[src/rtl/tv80_bus_pkg.sv]
// Shared types for the TV80 bus cycle sequencer:
// bus states, cycle kinds and the strobe decode.
package tv80_bus_pkg;

  typedef enum logic [2:0] {
    IDLE, T1, T2, TW, T3, RF
  } bus_state_t;

  typedef enum logic [2:0] {
    MEMRD, MEMWR, IORD, IOWR, INTA, FETCH
  } cyc_t;

  typedef struct packed {
    logic m1_n;
    logic mreq_n;
    logic iorq_n;
    logic rd_n;
    logic wr_n;
    logic rfsh_n;
  } strb_t;

  localparam int WCW = 3;
  localparam strb_t STRB_OFF = '1;

  function automatic cyc_t cyc_decode(
    input logic m1,
    input logic io,
    input logic we
  );
    cyc_t c;
    if (m1)
      c = io ? INTA : FETCH;
    else if (io)
      c = we ? IOWR : IORD;
    else
      c = we ? MEMWR : MEMRD;
    return c;
  endfunction

  function automatic logic cyc_is_wr(input cyc_t c);
    return (c == MEMWR) || (c == IOWR);
  endfunction

  function automatic logic cyc_is_io(input cyc_t c);
    return (c == IORD) || (c == IOWR);
  endfunction

  function automatic strb_t strb_decode(
    input bus_state_t s,
    input cyc_t       c,
    input logic       t2w
  );
    strb_t r;
    logic  act;
    r   = STRB_OFF;
    act = (s == T2) || (s == TW) || (s == T3);
    if (s == RF) begin
      r.mreq_n = 1'b0;
      r.rfsh_n = 1'b0;
    end else if (s != IDLE) begin
      if (c == FETCH || c == INTA)
        r.m1_n = 1'b0;
      // INTA keeps iorq off during T2 so the vector is fetched late
      if (c == INTA) begin
        r.iorq_n = !((s == TW) || (s == T3));
      end else if (act) begin
        if (cyc_is_io(c))
          r.iorq_n = 1'b0;
        else
          r.mreq_n = 1'b0;
        if (cyc_is_wr(c))
          r.wr_n = !(t2w || (s == T3));
        else
          r.rd_n = 1'b0;
      end
    end
    return r;
  endfunction

endpackage

[src/rtl/tv80_bus_wait.sv]
// Wait-state counter: loads on T2 entry,
// decrements per TW cycle, saturates at zero.
module tv80_bus_wait
  import tv80_bus_pkg::*;
(
  input  logic           clk,
  input  logic           reset_n,
  input  logic           cen,
  input  logic           load,
  input  logic           dec,
  input  logic [WCW-1:0] load_val,
  output logic           zero
);

  logic [WCW-1:0] cnt;

  always_ff @(posedge clk or negedge reset_n) begin
    if (!reset_n) begin
      cnt <= '0;
    end else if (cen) begin
      if (load)
        cnt <= load_val;
      else if (dec && cnt != '0)
        cnt <= cnt - 1'b1;
    end
  end

  assign zero = (cnt == '0);

endmodule

[src/rtl/tv80_bus_seq.sv]
// TV80 bus cycle sequencer: T-state machine with
// registered strobes, wait states and DRAM refresh.
module tv80_bus_seq
  import tv80_bus_pkg::*;
#(
  parameter int AW         = 16,
  parameter int DW         = 8,
  parameter int MEM_WAIT   = 0,
  parameter int IO_WAIT    = 1,
  parameter int T2WRITE    = 1,
  parameter int REFRESH_EN = 1,
  parameter int RFSH_BITS  = 7
) (
  input  logic          clk,
  input  logic          reset_n,
  input  logic          cen,
  input  logic          req,
  input  logic          m1,
  input  logic          io,
  input  logic          we,
  input  logic [AW-1:0] addr,
  input  logic [DW-1:0] wdata,
  output logic          ack,
  output logic          busy,
  output logic [DW-1:0] rdata,
  output logic [AW-1:0] A,
  output logic [DW-1:0] dout,
  input  logic [DW-1:0] di,
  input  logic          wait_n,
  output logic          m1_n,
  output logic          mreq_n,
  output logic          iorq_n,
  output logic          rd_n,
  output logic          wr_n,
  output logic          rfsh_n
);

  localparam logic [WCW-1:0] MEM_WV  = WCW'(MEM_WAIT);
  localparam logic [WCW-1:0] IO_WV   = WCW'(IO_WAIT);
  localparam logic [WCW-1:0] INTA_WV =
    (IO_WAIT > 2) ? WCW'(IO_WAIT) : WCW'(2);

  bus_state_t           state, nstate;
  cyc_t                 cyc_q, ncyc;
  strb_t                strb_q;
  logic                 relatch;
  logic [RFSH_BITS-1:0] rfsh_cnt;
  logic [WCW-1:0]       wload_val;
  logic                 wzero;
  logic                 wload;
  logic                 wdec;

  always_comb begin
    nstate  = state;
    relatch = 1'b0;
    unique case (state)
      IDLE: begin
        if (req) begin
          nstate  = T1;
          relatch = 1'b1;
        end
      end
      T1: nstate = T2;
      T2, TW: nstate = (!wzero || !wait_n) ? TW : T3;
      T3: begin
        if (REFRESH_EN != 0 && cyc_q == FETCH) begin
          nstate = RF;
        end else if (req) begin
          nstate  = T1;
          relatch = 1'b1;
        end else begin
          nstate = IDLE;
        end
      end
      RF: begin
        if (req) begin
          nstate  = T1;
          relatch = 1'b1;
        end else begin
          nstate = IDLE;
        end
      end
      default: nstate = IDLE;
    endcase
    ncyc = relatch ? cyc_decode(m1, io, we) : cyc_q;
  end

  always_comb begin
    wload_val = MEM_WV;
    if (cyc_q == INTA)
      wload_val = INTA_WV;
    else if (cyc_is_io(cyc_q))
      wload_val = IO_WV;
  end

  assign wload = (state == T1);
  assign wdec  = (nstate == TW);

  tv80_bus_wait u_wait (
    .clk      (clk),
    .reset_n  (reset_n),
    .cen      (cen),
    .load     (wload),
    .dec      (wdec),
    .load_val (wload_val),
    .zero     (wzero)
  );

  always_ff @(posedge clk or negedge reset_n) begin
    if (!reset_n) begin
      state    <= IDLE;
      cyc_q    <= MEMRD;
      strb_q   <= STRB_OFF;
      ack      <= 1'b0;
      busy     <= 1'b0;
      A        <= '0;
      dout     <= '0;
      rdata    <= '0;
      rfsh_cnt <= '0;
    end else if (cen) begin
      state  <= nstate;
      cyc_q  <= ncyc;
      strb_q <= strb_decode(nstate, ncyc, T2WRITE != 0);
      busy   <= (nstate != IDLE);
      ack    <= (state == T3);
      if (relatch) begin
        A    <= addr;
        dout <= wdata;
      end else if (nstate == RF) begin
        A <= AW'(rfsh_cnt);
      end
      if (state == T3 && !cyc_is_wr(cyc_q))
        rdata <= di;
      if (state == RF)
        rfsh_cnt <= rfsh_cnt + 1'b1;
    end
  end

  assign m1_n   = strb_q.m1_n;
  assign mreq_n = strb_q.mreq_n;
  assign iorq_n = strb_q.iorq_n;
  assign rd_n   = strb_q.rd_n;
  assign wr_n   = strb_q.wr_n;
  assign rfsh_n = strb_q.rfsh_n;

endmodule

[config.mk]
export PLATFORM = sky130hd
export DESIGN_NAME = tv80_bus_seq
export DESIGN_NICKNAME = d
export VERILOG_FILES = /design/src/rtl/tv80_bus_pkg.sv /design/src/rtl/tv80_bus_wait.sv /design/src/rtl/tv80_bus_seq.sv
export SDC_FILE = /design/constraint.sdc
export NUM_CORES = 1
export LEC_CHECK = 0
export ABC_AREA = 1
export BUFFER_PORTS_ARGS = -buffer_cell sky130_fd_sc_hd__buf_2
export CORE_ASPECT_RATIO = 1.4
export CORE_MARGIN = 1.5
export CORE_UTILIZATION = 46
export DETAILED_ROUTE_END_ITERATION = 10
export PLACE_DENSITY = 0.78
export SLEW_MARGIN = 0
export SYNTH_ARGS = -nofsm -noshare
export SYNTH_HDL_FRONTEND = slang
export SYNTH_SLANG_ARGS = --single-unit
[constraint.sdc]
create_clock -name clk -period 1.4 [get_ports clk]
set_input_delay 0.28 -clock clk [delete_from_list [all_inputs] [get_ports clk]]
set_output_delay 0.28 -clock clk [all_outputs]
set_load 0.02 [all_outputs]
* Word-level counts from Yosys, hierarchy flattened
Index checks and enable logic that the tools add are counted.
** Operators by class
- $add $sub $neg :: 2
- Equality and inequality tests :: 19
- Reduce and logical (&&, ||, !) cells :: 28
- Muxes and demuxes :: 34
** Operator list (number)
- two-way mux 16 bit :: 2
- == test 3 x 2 -> 1 bit, second input constant :: 8
- == test 3 bit, second input constant :: 8
- two-way mux 3 bit :: 8
- two-way mux 1 bit :: 17
- case mux 3 bit (5 select lines) :: 1
- AND reduction 2 bit :: 5
- == test 3 x 1 -> 1 bit, second input constant :: 3
- logical OR 1 bit :: 9
- adder 7 x 1 -> 7 bit, second input constant :: 1
- zero test 3 bit :: 2
- two-way mux 2 bit :: 3
- nonzero test 3 bit :: 2
- two-way mux 5 bit :: 1
- zero test 1 bit :: 4
- two-way mux 4 bit :: 1
- nonzero test 2 bit :: 2
- OR reduction 2 bit :: 2
- subtractor 3 x 1 -> 3 bit, second input constant :: 1
- logical AND 1 bit :: 2
- case mux 1 bit (2 select lines) :: 1
** Word-level totals
- Input bits :: 40
- Register bits :: 56
- Output and inout port bits :: 40
- Logic and storage cells :: 98

* Logic depth before layout (Yosys ltp)
Gate-level depths: netlist of run 1.
- Word-level depth :: 12
- Depth in mapped cells :: 14
- Gate-level depth less buffers :: 13

* Cells and area by module
A second synthesis of run 1 with hierarchy kept.
** Unflattened totals
- Cells, all modules :: 302
- Area total of the unflattened synthesis :: 2675.1 um2
** By module, submodules not included
- tv80_bus_seq :: cells an instance 274, instances 1, area each 2476.1 um2, seq. area each 1333.8 um2
- tv80_bus_wait :: cells an instance 28, instances 1, area each 198.9 um2, seq. area each 75.1 um2

* Worst setup path after synthesis of run 1
Ideal clock, no wire load.
- Path type :: reg-to-reg
- Start point :: register state[1]
- End point :: register rdata[0]
- Clock period less this slack :: 1.524 ns
- Data required time :: 1.275 ns
- Library setup time :: 0.125 ns
- Buffers on the path :: 0
- Slack :: -0.124 ns
- Arrival :: 1.399 ns
- Cell stages (with the launch flop) :: 7
- Cell sequence :: dfrtp_1 inv_2 nand2_4 nor2_2 nand2_1 a21oi_2 mux2_2
** Between the ends
- Word-level cells in the longest chain between the ends :: 3
** Ends and longest elaborated chain
- from (decl) :: RTL line tv80_bus_seq.sv:43 : bus_state_t state, nstate;
- from (signal assigned) :: RTL line tv80_bus_seq.sv:121 : state <= nstate;
- == test 3 bit :: RTL line tv80_bus_seq.sv:132 : if (state == T3 && !cyc_is_wr(cyc_q))
- logical AND 1 bit :: RTL line tv80_bus_seq.sv:132
- AND reduction 2 bit (no line)
- to (signal assigned) :: RTL line tv80_bus_seq.sv:133 : rdata <= di;
- to (decl) :: RTL line tv80_bus_seq.sv:25 : output logic [DW-1:0] rdata,
No other way between the ends.
A chain may end at the register's enable or synchronous reset.

* Worst setup path in the final report of run 1
- Start point :: register state[1]
- End point :: register A[5]
** Between the ends
- Word-level cells in the longest chain between the ends :: 6
- Elaborated cells on any way between the ends :: 15
- Those cells by class :: eq/ne: 6; mux: 4; reduce/logical: 5
** Ends and longest elaborated chain
- == test 3 x 2 -> 1 bit :: RTL line tv80_bus_seq.sv:56 : unique case (state)
- OR reduction 2 bit :: RTL line tv80_bus_seq.sv:56
- case mux 3 bit (5 select lines) :: RTL line tv80_bus_seq.sv:56
- == test 3 bit :: RTL line tv80_bus_seq.sv:129 : end else if (nstate == RF) begin
- nonzero test 2 bit (no line)
- AND reduction 2 bit (no line)
- to (signal assigned) :: RTL line tv80_bus_seq.sv:127 : A <= addr;
- to (signal assigned) :: RTL line tv80_bus_seq.sv:130 : A <= AW'(rfsh_cnt);
- to (decl) :: RTL line tv80_bus_seq.sv:26 : output logic [AW-1:0] A,
Parallel ways exist; a longest one is shown, timed or not.

==> impl_metrics.env, run 1 <==
export IMPL_synth_seq_cells=56
export IMPL_slew_headroom=0.811
export IMPL_seq_area_frac_synth=0.529
export IMPL_cp_max_fo=23
export IMPL_dieArea_um2=6260
export IMPL_synth_edff_count=0
export IMPL_violations="setup timing"
export IMPL_fin_crit_sh=1.11
export IMPL_m1WireLength_mm=2.65
export IMPL_via_per_inst=5.00
export IMPL_crit_arrival_ns=1.78
export IMPL_drv_cap=0
export IMPL_die_w_um=67.3
export IMPL_core_um2=5570
export IMPL_cts_buffers=5
export IMPL_syn_inst=295
export IMPL_start_util=0.478
export IMPL_grt_pass1_vias=2347
export IMPL_reg2reg_from="state[1]$_DFFE_PN0P_"
export IMPL_grt_util_all_layers=0.209
export IMPL_hold_viol=0
export IMPL_diodes=0
export IMPL_power_per_cell_area_nw_per_um2=2180
export IMPL_firstDrtPassIters=4
export IMPL_synthFlopType="dfrtp_1"
export IMPL_grt_overflow_total=0
export IMPL_fmax_ghz=0.646
export IMPL_grt_setup_unrepaired="yes"
export IMPL_syn_nets=338
export IMPL_setup_tns_ns=-5.11
export IMPL_grt_max_degree=57
export IMPL_synthDistinctLibCells=32
export IMPL_ys_async_sr_fraction=1.00
export IMPL_met3_wirelength_um=249
export IMPL_path_clk_slew_ns=0.10
export IMPL_synth_top_cells_by_area="dfrtp_1 47%, nand2_1 13%, dfstp_2 5.9%"
export IMPL_path_class="reg2reg"
export IMPL_fin_nets=459
export IMPL_leakagePower_nw=1.99
export IMPL_status="finished with violations"
export IMPL_vias=2427
export IMPL_wl_per_cell_um=13.6
export IMPL_port_buffers=79
export IMPL_start_kind="register"
export IMPL_place_congestion=0.893
export IMPL_antenna_found_initial=0
export IMPL_cp_end_kind="register"
export IMPL_nFillCells=418
export IMPL_period_needed_ns=1.55
export IMPL_drcViolationCount=0
export IMPL_clk_insertion_delay_late_ns=0.31
export IMPL_root_buffer="clkbuf_8"
export IMPL_ir_drop_mv=1.29
export IMPL_cts_buffer_depth=2
export IMPL_drtIter0Drc=113
export IMPL_routed_top_layer="met4"
export IMPL_synth_area_um2=2660
export IMPL_syn_to_final_growth_pct=45.1
export IMPL_hold_class="in2reg"
export IMPL_utilization=0.694
export IMPL_fin_hold_ws_ns=0.161
export IMPL_wl_mm=6.58
export IMPL_finalSetupViolCount=43
export IMPL_htreeDepth=2
export IMPL_synth_top_area_frac=0.470
export IMPL_syn_avg_cell_area_um2=9.03
export IMPL_skew_ns=0.0133
export IMPL_rows=32
export IMPL_startpoint="state[1]$_DFFE_PN0P_"
export IMPL_yosys_warnings=0
export IMPL_ant_nets=0
export IMPL_ioPinCount=80
export IMPL_tightest_slew_ns=0.284
export IMPL_grt_pass1_wl_mm=10.1
export IMPL_die_y_um=93.0
export IMPL_drive_gt1_frac=0.496
export IMPL_dr_wl_met2_mm=3.54
export IMPL_min_from="wdata[3]"
export IMPL_hpwl_mm=4.52
export IMPL_final_max_slew_violation_count=0
export IMPL_cts_sinks=56
export IMPL_setup_ws_ns=-0.149
export IMPL_cp_required_ns=1.63
export IMPL_cts_tree="built"
export IMPL_yosysTopAreaCell="dfrtp_1"
layer usage:
layer | vias up | global-route usage
met5 | - | 0
met4 | 0 | 0.0680
met3 | 10 | 0.0325
met2 | 64 | 0.388
met1 | 1166 | 0.235
li1 | 1187 | -
Yosys cell counts, drive strengths merged (2+ instances only):
cell and number:
xnor2 2, nor3 2, inv 30, dfstp 6
nand3 20, mux2 8, xor2 4, dfrtp 50
a21oi 3, o21ai 26, ha 3, nor2 17
nand4 2, buf 7, nand2 104, a31oi 7
registers in the layout (all words and copies together), names as in the netlist, 3 cells and up:
| name | flops |
|---|---|
| u_wait.cnt | 3 |
| state | 3 |
| A | 16 |
| cyc_q | 3 |
| dout | 8 |
| rdata | 8 |
| rfsh_cnt | 7 |
cells in the final DEF, fill, tap and decap left out, types with 3 or more instances in the layout:
master     n
xor2_1     4
dfrtp_1   50
nor2_2     3
buf_4     32
a31oi_1    7
nand2_2   19
o21ai_1    8
buf_2     79
buf_12     5
nand3_2    5
inv_2      5
nor2_1    12
mux2_4     8
inv_1     23
nand2_4   11
clkbuf_8   5
o21ai_0   15
nand3_4    3
o21ai_2    3
nand3_1   12
dfstp_2    6
nand2_1   72
stage by stage:
step	cells	total power [mW]	worst slack, ns	instance area, um^2
after floorplan	295	5.20	-0.0386	2690
after global placement	467	6.49	-0.0881	3390
after detailed placement	467	6.63	-0.128	3390
after CTS	481	7.89	-0.105	3650
after global routing	485	9.06	-0.250	3860
final	485	8.44	-0.149	3860
what timing repair did:
item,4_1_cts,5_1_grt
endpoints found under the hold margin,50,0
resized for setup,32,44
endpoints found under the setup margin,47,50
hold buffers,1,0
buffers inserted,5,3
cloned,0,1
pin swaps,5,24
worst max-delay path, cell delays in order, from the launching register on:
cell and delay [ns]:
dfrtp_1 0.40, inv_2 0.12, nand2_4 0.08, nand2_4 0.11, nand2_4 0.07, nand2_8 0.10, nand2_8 0.08, a21oi_4 0.15
buf_12 0.16, nor2_1 0.05, a31oi_1 0.15
path summary, 6_finish.rpt:
path / end / slack, ns / cells after the start
max in group asynchronous: mreq_n$_DFFE_PN1P_ / 0.63 / 3
worst max-delay path: A[5]$_DFFE_PN0P_ / -0.15 / 10
worst min-delay path: dout[3]$_DFFE_PN0P_ / 0.16 / 3
worst min register to register: rd_n$_DFFE_PN1P_ / 0.47 / 2
worst max register to register: A[5]$_DFFE_PN0P_ / -0.15 / 10
min in group asynchronous: A[6]$_DFFE_PN0P_ / 0.49 / 3
power by group:
group / internal, mW / switching [mW]
clock network: 0.360 / 0.533
logic: 2.02 / 2.79
registers: 2.33 / 0.403
logic make-up (layout without fill, tap and decap cells):
group,after synthesis,in the layout,synth area share
and+or+nand+nor,147,147,0.260
DFF,56,56,0.529
buffers and inverters,38,160,0.0634
AOI/OAI and AO/OA,37,37,0.0794
muxes,8,8,0.0338
xor gates and xnor gates,6,6,0.0197
adders and majority gates,3,3,0.0141
final cells by class:
| cell class | instances | area (um^2) | share of cell area |
|---|---|---|---|
| clock buffer | 5 | 68.8 | 0.0178 |
| clock inverter | 3 | 22.5 | 0.00583 |
| inverter | 30 | 118 | 0.0304 |
| multi-input combinational | 201 | 1340 | 0.346 |
| sequential | 56 | 1410 | 0.365 |
| tap | 68 | 85.1 | 0.0220 |
| timing repair buffer | 122 | 823 | 0.213 |
Note: power is estimated with default switching activity, not from simulation.
==> run 2: changes to the inputs <==
CORE_UTILIZATION = 50   (was 46)
PLACE_DENSITY = 0.81   (was 0.78)
clock period = 1.7 ns   (was 1.4 ns; I/O delays follow)
==> run 2 against run 1 <==
Compared with the run above: the flow now finishes without violations; combinational power is 35% lower; sequential share of layout area grew 4.2 points; worst hold slack gained 0.061 ns; clock skew is 0.0015 ns higher; utilization fell by 2.2 points; design area fell by 10%; via count down 4.4%; die area decreased by 7.7%; first-iteration DRC count fell by 15%; global-route usage up 0.43 points; clock power fell by 0.7%; critical path type unchanged; largest cell class unchanged; largest power group unchanged.
==> impl_metrics.env, run 2 (same netlist as run 1, synthesis figures left out) <==
export IMPL_start_util=0.516
export IMPL_tightest_slew_ns=0.294
export IMPL_largest_register_ffs=16
export IMPL_cp_required_ns=1.94
export IMPL_grt_pass1_vias=2259
export IMPL_grt_setup_unrepaired="yes"
export IMPL_seqCellArea_um2=1410
export IMPL_period_needed_ns=1.65
export IMPL_wl_mm=6.04
export IMPL_grt_pass1_wl_mm=9.40
export IMPL_max_stage_delay_ns=0.42
export IMPL_ioPinCount=80
export IMPL_critical_path_cell_chain="inv_2, nand2_4, nand2_4, nand2_4, nand2_4, nand2_8, a21oi_4, buf_12, nor2_2, a31oi_1"
export IMPL_wl_per_cell_um=13.1
export IMPL_hpwl_mm=4.34
export IMPL_place_congestion=0.849
export IMPL_htreeDepth=2
export IMPL_port_buffers=79
export IMPL_clk_insertion_delay_late_ns=0.32
export IMPL_nFillCells=423
export IMPL_crit_arrival_ns=1.89
export IMPL_dp_cells=444
export IMPL_regMostFlops="A"
export IMPL_skew_ns=0.0148
export IMPL_diodes=0
export IMPL_drcViolationCount=0
export IMPL_cts_buffers=5
export IMPL_cts_sinks=56
export IMPL_die_y_um=89.3
export IMPL_power_per_cell_area_nw_per_um2=1820
export IMPL_grt_util_all_layers=0.213
export IMPL_layout_common_cells="89 x nand2_1, 79 x buf_2, 49 x dfrtp_1, 26 x inv_1, 24 x o21ai_0"
export IMPL_die_w_um=64.7
export IMPL_finalSetupViolCount=0
export IMPL_cp_max_fo=6
export IMPL_power_frac_seq=0.360
export IMPL_antenna_found_initial=0
export IMPL_power_share_combinational=0.499
export IMPL_cp_end_kind="register"
export IMPL_multi_input_area_um2=1130
export IMPL_path_clk_slew_ns=0.10
export IMPL_cts_buffer_depth=2
export IMPL_clkPwrFrac=0.140
export IMPL_drtIter0Drc=96
export IMPL_final_common_cell="nand2_1"
export IMPL_switching_share=0.432
export IMPL_timing_critical_path_buf_inv=2
export IMPL_fmax_ghz=0.604
export IMPL_fin_nets=436
export IMPL_hold_viol=0
export IMPL_vias=2321
export IMPL_start_kind="register"
export IMPL_path_common_cell="nand2_4"
export IMPL_ant_nets=0
export IMPL_rows=31
export IMPL_grt_max_degree=24
export IMPL_cts_tree="built"
export IMPL_fin_crit_sh=0.973
export IMPL_crit_family="simple AND/OR/NAND/NOR gates"
export IMPL_hold_class="in2reg"
export IMPL_fin_hold_ws_ns=0.222
export IMPL_core_um2=5160
export IMPL_drv_cap=0
export IMPL_grt_overflow_total=0
export IMPL_leakagePower_nw=1.82
export IMPL_via_per_inst=5.05
export IMPL_root_buffer="clkbuf_8"
export IMPL_status="completed"
export IMPL_path_class="reg2reg"
export IMPL_slew_headroom=0.804
export IMPL_firstDrtPassIters=5
export IMPL_drive_gt1_frac=0.391
export IMPL_p_int_mw=3.59
export IMPL_crit_slowest_cell="dfrtp_1"
export IMPL_ir_drop_mv=0.827
export IMPL_reg_top3="A: 16 flops, dout: 8 flops, rdata: 8 flops"
export IMPL_syn_to_final_growth_pct=30.3
export IMPL_dieArea_um2=5780
export IMPL_final_max_slew_violation_count=0
export IMPL_stdcell_count=460
export IMPL_switchingPower_mw=2.72
run 2: cell count changes in the layout (fill, tap and decap cells not counted), sizes merged:
cell    before  now
buf        120   96
clkbuf       6    8
clkinv       2    0
bufinv       0    1
run 2: worst min-delay path, stage by stage:
cell	delay [ns]
buf_2	0.08
nand2_1	0.04
nand2_1	0.05
run 2: routing by layer:
| metal | routed length (um) | global-route usage | vias to the layer above |
|---|---|---|---|
| met3 | 297 | 0.0390 | 14 |
| met4 | 178 | 0.114 | 0 |
| met1 | 2390 | 0.231 | 1094 |
| met5 | 0 | 0 | - |
| met2 | 3170 | 0.394 | 78 |
| li1 | - | - | 1135 |
run 2: final cells by class:
cell class	instances	area share
sequential	56	0.407
clock buffer	6	0.0209
inverter	30	0.0325
timing repair buffer	99	0.180
clock inverter	2	0.0112
tap	66	0.0238
multi-input combinational	201	0.325
run 2: worst paths after layout:
kind	start	to	slack, ns	cells after the start
min reg2reg	iorq_n$_DFFE_PN1P_	iorq_n$_DFFE_PN1P_	0.47	2
max in group asynchronous	reset_n	mreq_n$_DFFE_PN1P_	0.73	3
max reg2reg	state[1]$_DFFE_PN0P_	A[0]$_DFFE_PN0P_	0.05	10
min	wdata[5]	dout[5]$_DFFE_PN0P_	0.22	3
min in group asynchronous	reset_n	rfsh_cnt[2]$_DFFE_PN0P_	0.42	2
max	state[1]$_DFFE_PN0P_	A[0]$_DFFE_PN0P_	0.05	10
run 2: power groups by stage:
stage	clock network [mW]	logic [mW]	registers, mW
detailed placement	0	2.84	2.27
global route	0.970	3.47	2.34
finish	0.887	3.15	2.27
CTS	0.908	2.86	2.25
global placement	0	2.76	2.25
floorplan	0	1.49	2.77
run 2: timing repair:
item	CTS	global route
gates resized for setup	0	16
setup buffers	0	5
setup endpoints to repair	0	22
hold buffers	1	0
endpoints found under the hold margin	9	0
run 2: metrics by stage:
| stage | utilization | cell area (um^2) | worst slack (ns) | total power [mW] | TNS, ns |
|---|---|---|---|---|---|
| 3_3_place_gp | 0.620 | 3200 | 0.151 | 5.01 | 0 |
| 5_1_grt | 0.672 | 3470 | -0.0490 | 6.78 | -0.332 |
| 4_1_cts | 0.644 | 3320 | 0.0906 | 6.01 | 0 |
| 6_report | 0.672 | 3470 | 0.0453 | 6.31 | 0 |
| 3_5_place_dp | 0.620 | 3200 | 0.108 | 5.11 | 0 |
| 2_1_floorplan | - | 2660 | 0.176 | 4.25 | 0 |
